--- config.mk ---
export PLATFORM = sky130hd
export DESIGN_NAME = spi_rx_fifo
export DESIGN_NICKNAME = d
export VERILOG_FILES = /design/src/rtl/spi_rx_fifo.sv
export SDC_FILE = /design/constraint.sdc
export NUM_CORES = 1
export LEC_CHECK = 0
export ABC_AREA = 1
export BUFFER_PORTS_ARGS = -buffer_cell sky130_fd_sc_hd__buf_2
export CAP_MARGIN = 25
export CORE_AREA = 4 4 117 119
export CTS_CLUSTER_SIZE = 40
export DETAILED_ROUTE_END_ITERATION = 10
export DIE_AREA = 0 0 121 123
export PLACE_DENSITY = 0.66
export SLEW_MARGIN = 20
export SYNTH_ARGS = -nofsm -noshare
export SYNTH_HDL_FRONTEND = slang
export SYNTH_SLANG_ARGS = --single-unit
--- constraint.sdc ---
create_clock -name clk -period 3.79 [get_ports clk]
set_clock_uncertainty 0.2 [all_clocks]
set_input_delay 0.758 -clock clk [delete_from_list [all_inputs] [get_ports clk]]
set_output_delay 0.758 -clock clk [all_outputs]
set_load 0.01 [all_outputs]
--- src/rtl/spi_rx_fifo.sv ---
// spi_rx_fifo: circular byte FIFO behind spislave, show-ahead read port.
// Define SPI_RX_FIFO_SOF_EN to tag the first byte of each ss frame.
module spi_rx_fifo #(
   parameter int DEPTH_LOG2 = 4
) (
   input  logic                  clk,
   input  logic                  rst_n,
   input  logic [7:0]            rx_data,
   input  logic                  rx_rdy,
   input  logic                  ss,
   input  logic                  rd_en,
   output logic [7:0]            rd_data,
   output logic                  rd_sof,
   output logic                  empty,
   output logic                  full,
   output logic [DEPTH_LOG2:0]   count,
   output logic                  ovf,
   input  logic                  ovf_clr
);

   localparam int DEPTH = 2**DEPTH_LOG2;
   localparam logic [DEPTH_LOG2:0] FULL_CNT = {1'b1, {DEPTH_LOG2{1'b0}}};

`ifdef SPI_RX_FIFO_SOF_EN
   localparam int EW = 9;
`else
   localparam int EW = 8;
`endif

   logic [EW-1:0]         r_mem [DEPTH];
   logic [DEPTH_LOG2-1:0] r_wr_ptr;
   logic [DEPTH_LOG2-1:0] r_rd_ptr;
   logic [DEPTH_LOG2:0]   r_count;
   logic                  r_rdy_q;
   logic                  r_ovf;

   logic                  w_push;
   logic                  w_pop;
   logic                  w_wr;
   logic                  w_drop;
   logic                  w_empty;
   logic                  w_full;
   logic [EW-1:0]         w_entry;
   logic [EW-1:0]         w_head;

   assign w_empty = (r_count == '0);
   assign w_full  = (r_count == FULL_CNT);
   assign w_push  = rx_rdy & ~r_rdy_q;
   assign w_pop   = rd_en & ~w_empty;
   // A pop in the same cycle frees the head, so a full FIFO still accepts.
   assign w_wr    = w_push & (~w_full | w_pop);
   assign w_drop  = w_push & w_full & ~w_pop;
   assign w_head  = r_mem[r_rd_ptr];

   // Pointer, occupancy, edge-detect and sticky-overflow state.
   always_ff @(posedge clk) begin
      if (!rst_n) begin
         r_wr_ptr <= '0;
         r_rd_ptr <= '0;
         r_count  <= '0;
         r_rdy_q  <= 1'b0;
         r_ovf    <= 1'b0;
      end else begin
         r_rdy_q <= rx_rdy;
         if (w_wr)
            r_wr_ptr <= r_wr_ptr + 1'b1;
         if (w_pop)
            r_rd_ptr <= r_rd_ptr + 1'b1;
         if (w_wr && !w_pop)
            r_count <= r_count + 1'b1;
         else if (w_pop && !w_wr)
            r_count <= r_count - 1'b1;
         if (w_drop)
            r_ovf <= 1'b1;
         else if (ovf_clr)
            r_ovf <= 1'b0;
      end
   end

   // Storage array; contents survive reset, only the pointers are cleared.
   always_ff @(posedge clk) begin
      if (rst_n && w_wr)
         r_mem[r_wr_ptr] <= w_entry;
   end

`ifdef SPI_RX_FIFO_SOF_EN
   logic r_ss_q;
   logic r_sof_pend;
   logic w_ss_fall;

   assign w_ss_fall = r_ss_q & ~ss;
   // A frame start coinciding with a push tags that very byte.
   assign w_entry   = {r_sof_pend | w_ss_fall, rx_data};

   // Frame-start tracking: pending until a byte is actually stored.
   always_ff @(posedge clk) begin
      if (!rst_n) begin
         r_ss_q     <= 1'b1;
         r_sof_pend <= 1'b0;
      end else begin
         r_ss_q <= ss;
         if (w_wr)
            r_sof_pend <= 1'b0;
         else if (w_ss_fall)
            r_sof_pend <= 1'b1;
      end
   end

   assign rd_data = w_empty ? 8'h00 : w_head[7:0];
   assign rd_sof  = ~w_empty & w_head[8];
`else
   logic w_unused_ss;

   assign w_unused_ss = ss;
   assign w_entry     = rx_data;
   assign rd_data     = w_empty ? 8'h00 : w_head;
   assign rd_sof      = 1'b0;
`endif

   assign empty = w_empty;
   assign full  = w_full;
   assign count = r_count;
   assign ovf   = r_ovf;

endmodule

==> impl_results.md, run 1 <==
- Row count: 41
- Clock root cell: clkbuf_16
- Io pins: 31
- Asr flop ratio synth: 0%
- Initial drt markers: 412
- Post-CTS Hold Buffers: 0
- Number of flops mapped to enable cells by yosys: 128
- Core Box Area: 0.0126 mm²
- Adder-Cell Fraction of Synth Area: 2.15%
- Main synth FF type: edfxtp_1
- Commonest non-fill, non-tap cell in the layout: nand2_1
- Critical path capture point type: output port
- CTS tree: done
- Compound-Gate Fraction of Synth Area: 2.27%
- H-tree levels: 4
- Buf/Inv on CP: 3
- CP required: 2.83 ns
- Yosys top cell by area: edfxtp_1
- Max_cap viols: 0
- Register area share after synthesis: 68.3%
- Slowest cell on crit path: dfxtp_2
- Final setup fails: 0
- Count of cell types in the netlist: 24
- Total grt overflow: 0
- Clk slew on worst S/H paths: 0.06 ns
- Synth top area cells: edfxtp_1, nand2_1, nand3_1
- CP max stage delay: 0.37 ns
- Global placer's final weighted congestion: 0.840
- Crit-path most repeated cell: nand2_1
- Clk sinks: 147
- Main combinational cell family by area after synthesis: simple AND/OR/NAND/NOR gates
- Post-CTS Setup Inserts: 0
- Mux share of post-synthesis cell area: 0%
- Clock tree buffer depth: 2
- Via/cell ratio: 5.29
- Pin count of the biggest net entering global routing: 43
- Synth top area share: 62.2%
- Period utilisation layout: 86.5%
- Unrepaired setup endpoints after global routing: false
- Worst-Margin Slew: 0.947 ns
- Startpoint Class: flip-flop
- Fill count: 1096
- Place WS: 0.801 ns
- Routed vias: 4123
- Lkg Pwr: 2.67 nW
- Total CTS buffers: 17
- Multi-input logic area: 0.00169 mm²
- Drt pass-1 iters: 4
- Maximum fanout along the worst path: 41
- Drt wl/cell: 16.8 µm
- Crit path cell chain: inv_2 -> buf_12 -> nand2_1 -> nand3_1 -> nand3_1 -> nand2_1 -> nand2_1 -> a21oi_1 -> buf_2
- Starting density of the core: 49.2%
- Die Span Y: 123 µm
- Min Clock Period, post-route: 3.28 ns
- Most frequent cells in the layout: nand2_1, edfxtp_1, nand3_1
- Relative slew slack: 36.7%
- Mapped Nets: 588
- # DRC: 0
- Share of layout cells above drive strength 1: 10.9%
- Detail Route Antenna Nets: 0
- Worst Path Arrival: 2.32 ns
- Post-CTS resize count: 0
- Post-route design area: 0.00699 mm²
- I/O Buffers: 28
- Peak supply drop: 0.346 mV
- Dpl cell area: 0.00646 mm²
- Mapped Area: 0.00618 mm²
- Post-synthesis simple-gate area fraction: 21.9%
- Final hold vios: 0
- Crit Path Category: reg -> out
- Worst-Skew Late Latency: 0.41 ns
- Register Area: 0.00423 mm²
- Total GRT Usage: 18.9%
- Die Wd: 121 µm
- Initial antenna violation count: 0
- Max Clk Rate: 305 MHz
- Status: finished clean
- Post-Syn Instances: 564
- Fin worst setup slack: 0.513 ns
- Final Max Tran Viols: 0
- Die area: 0.0149 mm²
- PwrDens: 653 mW/mm²
- Kind of path behind the tightest hold check: reg -> reg
- CP delay by family, top: buffers and inverters
- Setup TNS: 0 ns
- Synth Area in XOR/XNOR: 0.992%
- Synth Area per Inst: 11.0 µm²
- Area grow syn2layout: 13.1%
- First-pass GRT wire length: 21100 µm
- HPWL Detailed: 8330 µm
- Vias in the first global route: 4129
- Number of diodes: 0
- Synth warn: 0
- FF+latch count, synth: 147
- Nets: 621
- Total wire length: 13100 µm
==> state kept, by name, summed over array words and instances, names as in the netlist, named ones only <==
signal / cells
r_mem: 128
count: 5
r_rd_ptr: 4
r_wr_ptr: 4
ovf: 1
r_rdy_q: 1
==> Yosys cell counts (6+ instances only) <==
library cell  instances
o21ai_0               8
dfxtp_1              19
nand2_1             188
ha_1                  9
buf_2                10
nand3_1             101
edfxtp_1            128
inv_1                20
buf_6                 7
a21oi_1              20
buf_4                 6
xor2_1                6
nor2_1               29
==> per-stage QoR <==
step	util (%)	power (mW)	std cells	hold slack (ns)
after floorplan	-	2.71	564	0.272
after global placement	51.3	3.00	749	0.250
after detailed placement	51.4	3.05	750	0.294
after CTS	55.6	4.58	779	0.304
after global routing	55.6	4.81	779	0.330
final	55.6	4.56	779	0.302
==> area by class of cell <==
class	instances	share of cell area (%)
Clock inverter	8	1.27
Clock buffer	21	6.30
Sequential cell	147	60.5
Multi-Input combinational cell	369	24.2
Timing Repair Buffer	39	3.47
Inverter	23	1.24
Tap cell	172	3.08
==> metal layers <==
| metal | global-route usage, % | routed length (µm) | vias to the layer above |
|---|---|---|---|
| met1 | 24.9 | 5880 | 2021 |
| li1 | - | - | 1984 |
| met4 | 6.73 | 117 | 0 |
| met2 | 30.8 | 6440 | 108 |
| met3 | 4.53 | 612 | 10 |
| met5 | 0 | 0 | - |
==> final timing paths <==
kind	cells after the start	start	slack, ns	to
min	2	r_wr_ptr[3]$_SDFFE_PN0N_	0.30	r_wr_ptr[3]$_SDFFE_PN0N_
max reg2reg	13	count[0]$_SDFFE_PN0P_	1.22	count[4]$_SDFFE_PN0P_
max	9	flip-flop	0.51	rd_data[3]
min reg2reg	2	r_wr_ptr[3]$_SDFFE_PN0N_	0.30	r_wr_ptr[3]$_SDFFE_PN0N_
==> cell families after synthesis <==
family,count (synthesis)
XOR/XNOR,7
AO/OA/AOI/OAI,28
other,1
AND/OR/NAND/NOR,323
adder cells (fa/ha/maj),10
flip-flops,147
buffers and inverters,48
==> power breakdown <==
group	internal [mW]	switching, mW	leakage (nW)
Combinational	0.383	0.772	1.11
Sequential	1.81	0.0531	1.31
Clock	0.947	0.595	0.255
==> worst reg2reg max path: stages (launching register included) <==
cell      delay (ns)
dfxtp_1         0.36
nor2_1          0.20
nand4_1         0.10
nand2_1         0.22
inv_1           0.12
ha_1            0.23
inv_1           0.15
ha_1            0.28
or2_2           0.31
nand2_1         0.07
nand2b_1        0.05
nand2_1         0.05
nand2_1         0.05
a21oi_1         0.11
Note: power is estimated with default switching activity, not from simulation.
==> run 2: changes to the inputs <==
CORE_AREA = 2 2 115 117   (was 4 4 117 119)
CTS_BUF_LIST = sky130_fd_sc_hd__clkbuf_16   (was unset)
DIE_AREA = 0 0 117 119   (was 0 0 121 123)
==> run 2 against run 1 <==
Against the previous run: critical path depth unchanged; first-iteration DRC count is 7.5% higher; combinational power about the same; critical path type unchanged; via count fell by 2.5%; sequential share of layout area fell by 0.13 points; largest power group unchanged; power grew 0.33%; final area grew 0.21%; global-route usage increased by 1.1 points.
==> impl_results.md, run 2 (same netlist as run 1, synthesis figures left out) <==
- Post-CTS Setup Inserts: 0
- Initial antenna violation count: 0
- Drt wl/cell: 16.6 µm
- Lkg Pwr: 2.69 nW
- Final setup fails: 0
- Unrepaired setup endpoints after global routing: false
- Detail Route Antenna Nets: 0
- Die area: 0.0139 mm²
- Clk sinks: 147
- Total grt overflow: 0
- Starting density of the core: 48.0%
- PwrDens: 654 mW/mm²
- Worst-Skew Late Latency: 0.41 ns
- Area grow syn2layout: 13.3%
- Worst r2r path cells: 14
- Global placer's final weighted congestion: 0.785
- Met3 WL: 709 µm
- Pin count of the biggest net entering global routing: 65
- Core Box Area: 0.0129 mm²
- HPWL Detailed: 8090 µm
- Total GRT Usage: 20.0%
- Period utilisation layout: 84.9%
- First-pass GRT wire length: 20300 µm
- CP required: 2.83 ns
- Max reg flops: 128
- Drt pass-1 iters: 5
- Crit Path Category: reg -> out
- Commonest non-fill, non-tap cell in the layout: nand2_1
- Fin worst setup slack: 0.574 ns
- Via/cell ratio: 5.15
- Max Clk Rate: 311 MHz
- Die Wd: 117 µm
- Final hold vios: 0
- Uppermost layer routed: met4
- Number of diodes: 0
- Clk slew on worst S/H paths: 0.06 ns
- Critical path capture point type: output port
- # DRC: 0
- Final Max Tran Viols: 0
- Status: finished clean
- Place WS: 0.842 ns
- Hold Slack: 0.273 ns
- Row count: 42
- Kind of path behind the tightest hold check: reg -> reg
- Startpoint Class: flip-flop
- Die Span Y: 119 µm
- Maximum fanout along the worst path: 31
- Clock tree buffer depth: 2
- Vias in the first global route: 3878
- I/O Buffers: 28
- Max_cap viols: 0
- Hold Crit Depth: 2
- CTS tree: done
- Initial drt markers: 443
- Min Clock Period, post-route: 3.22 ns
- WL met2: 6390 µm
- Worst-Margin Slew: 0.841 ns
- Total CTS buffers: 17
- Post-CTS Hold Buffers: 0
- Clock root cell: clkbuf_16
- Relative slew slack: 43.7%
- Routed vias: 4021
- H-tree levels: 4
- WL met1: 5820 µm
- Nets: 616
- Most frequent cells in the layout: nand2_1, edfxtp_1, nand3_1
- Total wire length: 13000 µm
- Largest Register: r_mem
- Post-CTS resize count: 0
- Share of layout cells above drive strength 1: 11.4%
- Setup TNS: 0 ns
- Peak supply drop: 0.310 mV
- Io pins: 31
- Worst Path Arrival: 2.26 ns
==> run 2: changes by cell type in the layout (fill, tap and decap cells not counted), sizes merged <==
cell | previous run | this run
bufinv | 2 | 0
clkinv | 7 | 6
buf | 39 | 34
inv | 21 | 28
clkinvlp | 1 | 0
==> run 2: metal layers <==
metal | global-route usage, % | vias up
met3 | 5.04 | 4
met1 | 27.0 | 1914
met5 | 0 | -
met2 | 32.5 | 116
li1 | - | 1987
met4 | 4.93 | 0
==> run 2: through the flow <==
step / area (µm²) / utilization (%) / total power [mW] / cells
6_report: 7000 / 54.4 / 4.58 / 781
5_1_grt: 7000 / 54.4 / 4.84 / 781
4_1_cts: 7000 / 54.4 / 4.61 / 781
3_5_place_dp: 6430 / 49.9 / 3.03 / 749
3_3_place_gp: 6400 / 49.7 / 2.98 / 748
2_1_floorplan: 6180 / - / 2.71 / 564
==> run 2: worst paths after layout <==
kind,start,end,slack [ns]
worst max-delay path,flip-flop,rd_data[0],0.57
worst min-delay path,ovf$_SDFFE_PN0P_,ovf$_SDFFE_PN0P_,0.27
worst max register to register,count[0]$_SDFFE_PN0P_,count[4]$_SDFFE_PN0P_,1.24
worst min register to register,ovf$_SDFFE_PN0P_,ovf$_SDFFE_PN0P_,0.27
==> run 2: layout make-up <==
class	instances	area, µm²
multi-input combinational	369	1690
inverter	23	86.3
fill	1106	5870
sequential	147	4230
clock inverter	11	51.3
tap	176	220
timing repair buffer	34	205
clock buffer	21	526
==> run 2: worst max-delay path, stage by stage, from the launching register on <==
cell     delay [ns]
dfxtp_2        0.32
inv_2          0.41
buf_4          0.35
nand2_1        0.09
nand3_1        0.08
nand3_1        0.08
nand2_1        0.09
nand2_1        0.06
a21oi_1        0.20
buf_2          0.17
==> run 2: report_power, final <==
group          internal (mW)  switching, mW
registers               1.81         0.0479
clock network          0.979          0.606
logic                  0.383          0.749
total                   3.17           1.40
==> run 3: changes to the inputs <==
PLACE_DENSITY = 0.68   (was 0.66)
clock period = 2.75 ns   (was 3.79 ns; I/O delays follow)
==> run 3 against run 2 <==
Against the previous run: global-route usage shrank 1.3 points; power increased by 37%; utilization increased by 1.6 points; first-iteration DRC count is 14% lower; clock-buffer cell count fell by 4; cell count increased by 3.1%; sequential power up 40%; clock power is 23% higher; wire length fell by 3.3%; worst hold slack lost 0.14 ns.
==> impl_results.md, run 3 (same netlist as run 1, synthesis figures left out) <==
- Status: finished clean
- Total grt overflow: 0
- Max reg flops: 128
- Total CTS buffers: 17
- Maximum fanout along the worst path: 13
- Final Max Tran Viols: 0
- Switching Share: 32.1%
- Worst Path Arrival: 1.87 ns
- Detail Route Antenna Nets: 0
- HPWL Detailed: 7680 µm
- Peak supply drop: 0.498 mV
- Clock root cell: clkbuf_16
- Seq pwr share: 41.4%
- Clk slew on worst S/H paths: 0.06 ns
- Unrepaired setup endpoints after global routing: false
- Setup TNS: 0 ns
- Nets: 640
- Commonest non-fill, non-tap cell in the layout: nand2_1
- Worst-Skew Late Latency: 0.41 ns
- Via/cell ratio: 5.20
- Post-route design area: 0.00721 mm²
- Fill count: 1079
- Die area: 0.0139 mm²
- Max_cap viols: 0
- Number of diodes: 0
- Max Clk Rate: 381 MHz
- Die Wd: 117 µm
- H-tree levels: 4
- Kind of path behind the tightest hold check: in -> reg
- Lkg Pwr: 2.78 nW
- Drt wl/cell: 15.6 µm
- Internal power: 4.27 mW
- Total wire length: 12500 µm
- Critical path capture point type: output port
- I/O Buffers: 28
- Pin count of the biggest net entering global routing: 65
- Startpoint Class: flip-flop
- Dpl cell area: 0.00657 mm²
- Row count: 42
- Switch Pwr: 2.02 mW
- Final setup fails: 0
- Global placer's final weighted congestion: 0.799
- # DRC: 0
- Die Span Y: 119 µm
- Crit Path Category: reg -> out
- First-pass GRT wire length: 19500 µm
- Initial antenna violation count: 0
- CTS tree: done
- Total GRT Usage: 18.7%
- Most frequent cells in the layout: nand2_1, edfxtp_1, nand3_1
- Logic pwr share: 27.6%
- Period utilisation layout: 95.4%
- Routed vias: 4184
- Io pins: 31
- PwrDens: 871 mW/mm²
- Area grow syn2layout: 16.7%
- Drt pass-1 iters: 5
- CP required: 2.00 ns
- Clk sinks: 147
- Core Box Area: 0.0129 mm²
- Vias in the first global route: 4024
- Min Clock Period, post-route: 2.62 ns
- Final hold vios: 0
- Initial drt markers: 383
- Post-CTS Hold Buffers: 0
- Starting density of the core: 48.0%
- Clock Power Share: 31.0%
- Largest Register: r_mem
- Share of layout cells above drive strength 1: 15.3%
- Clock tree buffer depth: 2
## run 3: cell count changes in the layout (fill, tap and decap cells not counted), moves of 3 or more
cell / delta
clkinvlp_4: +7
a21oi_2: +3
inv_2: -4
a21oi_1: -3
buf_4: +16
clkinv_1: +4
buf_12: +4
## run 3: final timing paths
| path | from | end | slack, ns | depth (start not counted) |
|---|---|---|---|---|
| worst max-delay path | flip-flop | rd_data[3] | 0.13 | 9 |
| worst min-delay path | rx_rdy | r_rdy_q$_SDFF_PN0_ | 0.13 | 3 |
| worst max register to register | count[0]$_SDFFE_PN0P_ | count[4]$_SDFFE_PN0P_ | 0.27 | 14 |
| worst min register to register | ovf$_SDFFE_PN0P_ | ovf$_SDFFE_PN0P_ | 0.28 | 2 |
## run 3: repair_timing
action                                  in CTS  in global routing
gates resized for setup                      5                 13
endpoints found under the setup margin       8                  9
gates cloned                                 1                  3
buffers inserted                             1                  1
endpoints found under the hold margin        0                  0
pin swaps                                    0                  1
## run 3: critical path, cell delays in order (launching register included)
cell        delay, ns
dfxtp_4          0.42
clkinvlp_4       0.12
buf_12           0.15
buf_4            0.14
nand3_1          0.08
nand3_1          0.09
nand2_1          0.10
nand2_1          0.06
a21oi_1          0.14
buf_2            0.14
## run 3: final cells by class
type | count | area [µm²] | area share (%)
multi-input cells | 369 | 1700 | 23.6
clock buffers | 17 | 425 | 5.90
flip-flops and latches | 147 | 4230 | 58.7
well taps | 176 | 220 | 3.05
repair buffers | 56 | 439 | 6.09
repair inverters | 2 | 15.0 | 0.208
clock inverters | 15 | 77.6 | 1.08
inverters | 23 | 100 | 1.39
## run 3: power by group through the flow
stage | combinational (mW) | sequential [mW] | clock [mW]
final | 1.74 | 2.60 | 1.95
after floorplan | 1.13 | 2.61 | 0
after CTS | 1.63 | 2.58 | 1.98
after global routing | 1.95 | 2.61 | 2.09
after detailed placement | 1.58 | 2.61 | 0
after global placement | 1.54 | 2.61 | 0
## run 3: per-stage QoR
| step | std cells | utilization (%) | hold WS (ns) | power (mW) | setup WS, ns |
|---|---|---|---|---|---|
| 2_1_floorplan | 564 | - | 0.272 | 3.74 | 0.359 |
| 3_3_place_gp | 767 | 51.0 | 0.257 | 4.15 | 0.223 |
| 3_5_place_dp | 767 | 51.0 | 0.276 | 4.20 | 0.198 |
| 4_1_cts | 801 | 55.2 | 0.114 | 6.19 | 0.0117 |
| 5_1_grt | 805 | 56.0 | 0.133 | 6.64 | 0.0104 |
| 6_report | 805 | 56.0 | 0.129 | 6.28 | 0.125 |
## run 3: metal layers
| layer | global-route usage (%) | up-vias | wire, µm |
|---|---|---|---|
| met2 | 30.0 | 136 | 6140 |
| li1 | - | 2034 | - |
| met1 | 23.9 | 1980 | 5370 |
| met3 | 4.68 | 34 | 690 |
| met5 | 0 | - | 0 |
| met4 | 8.38 | 0 | 342 |
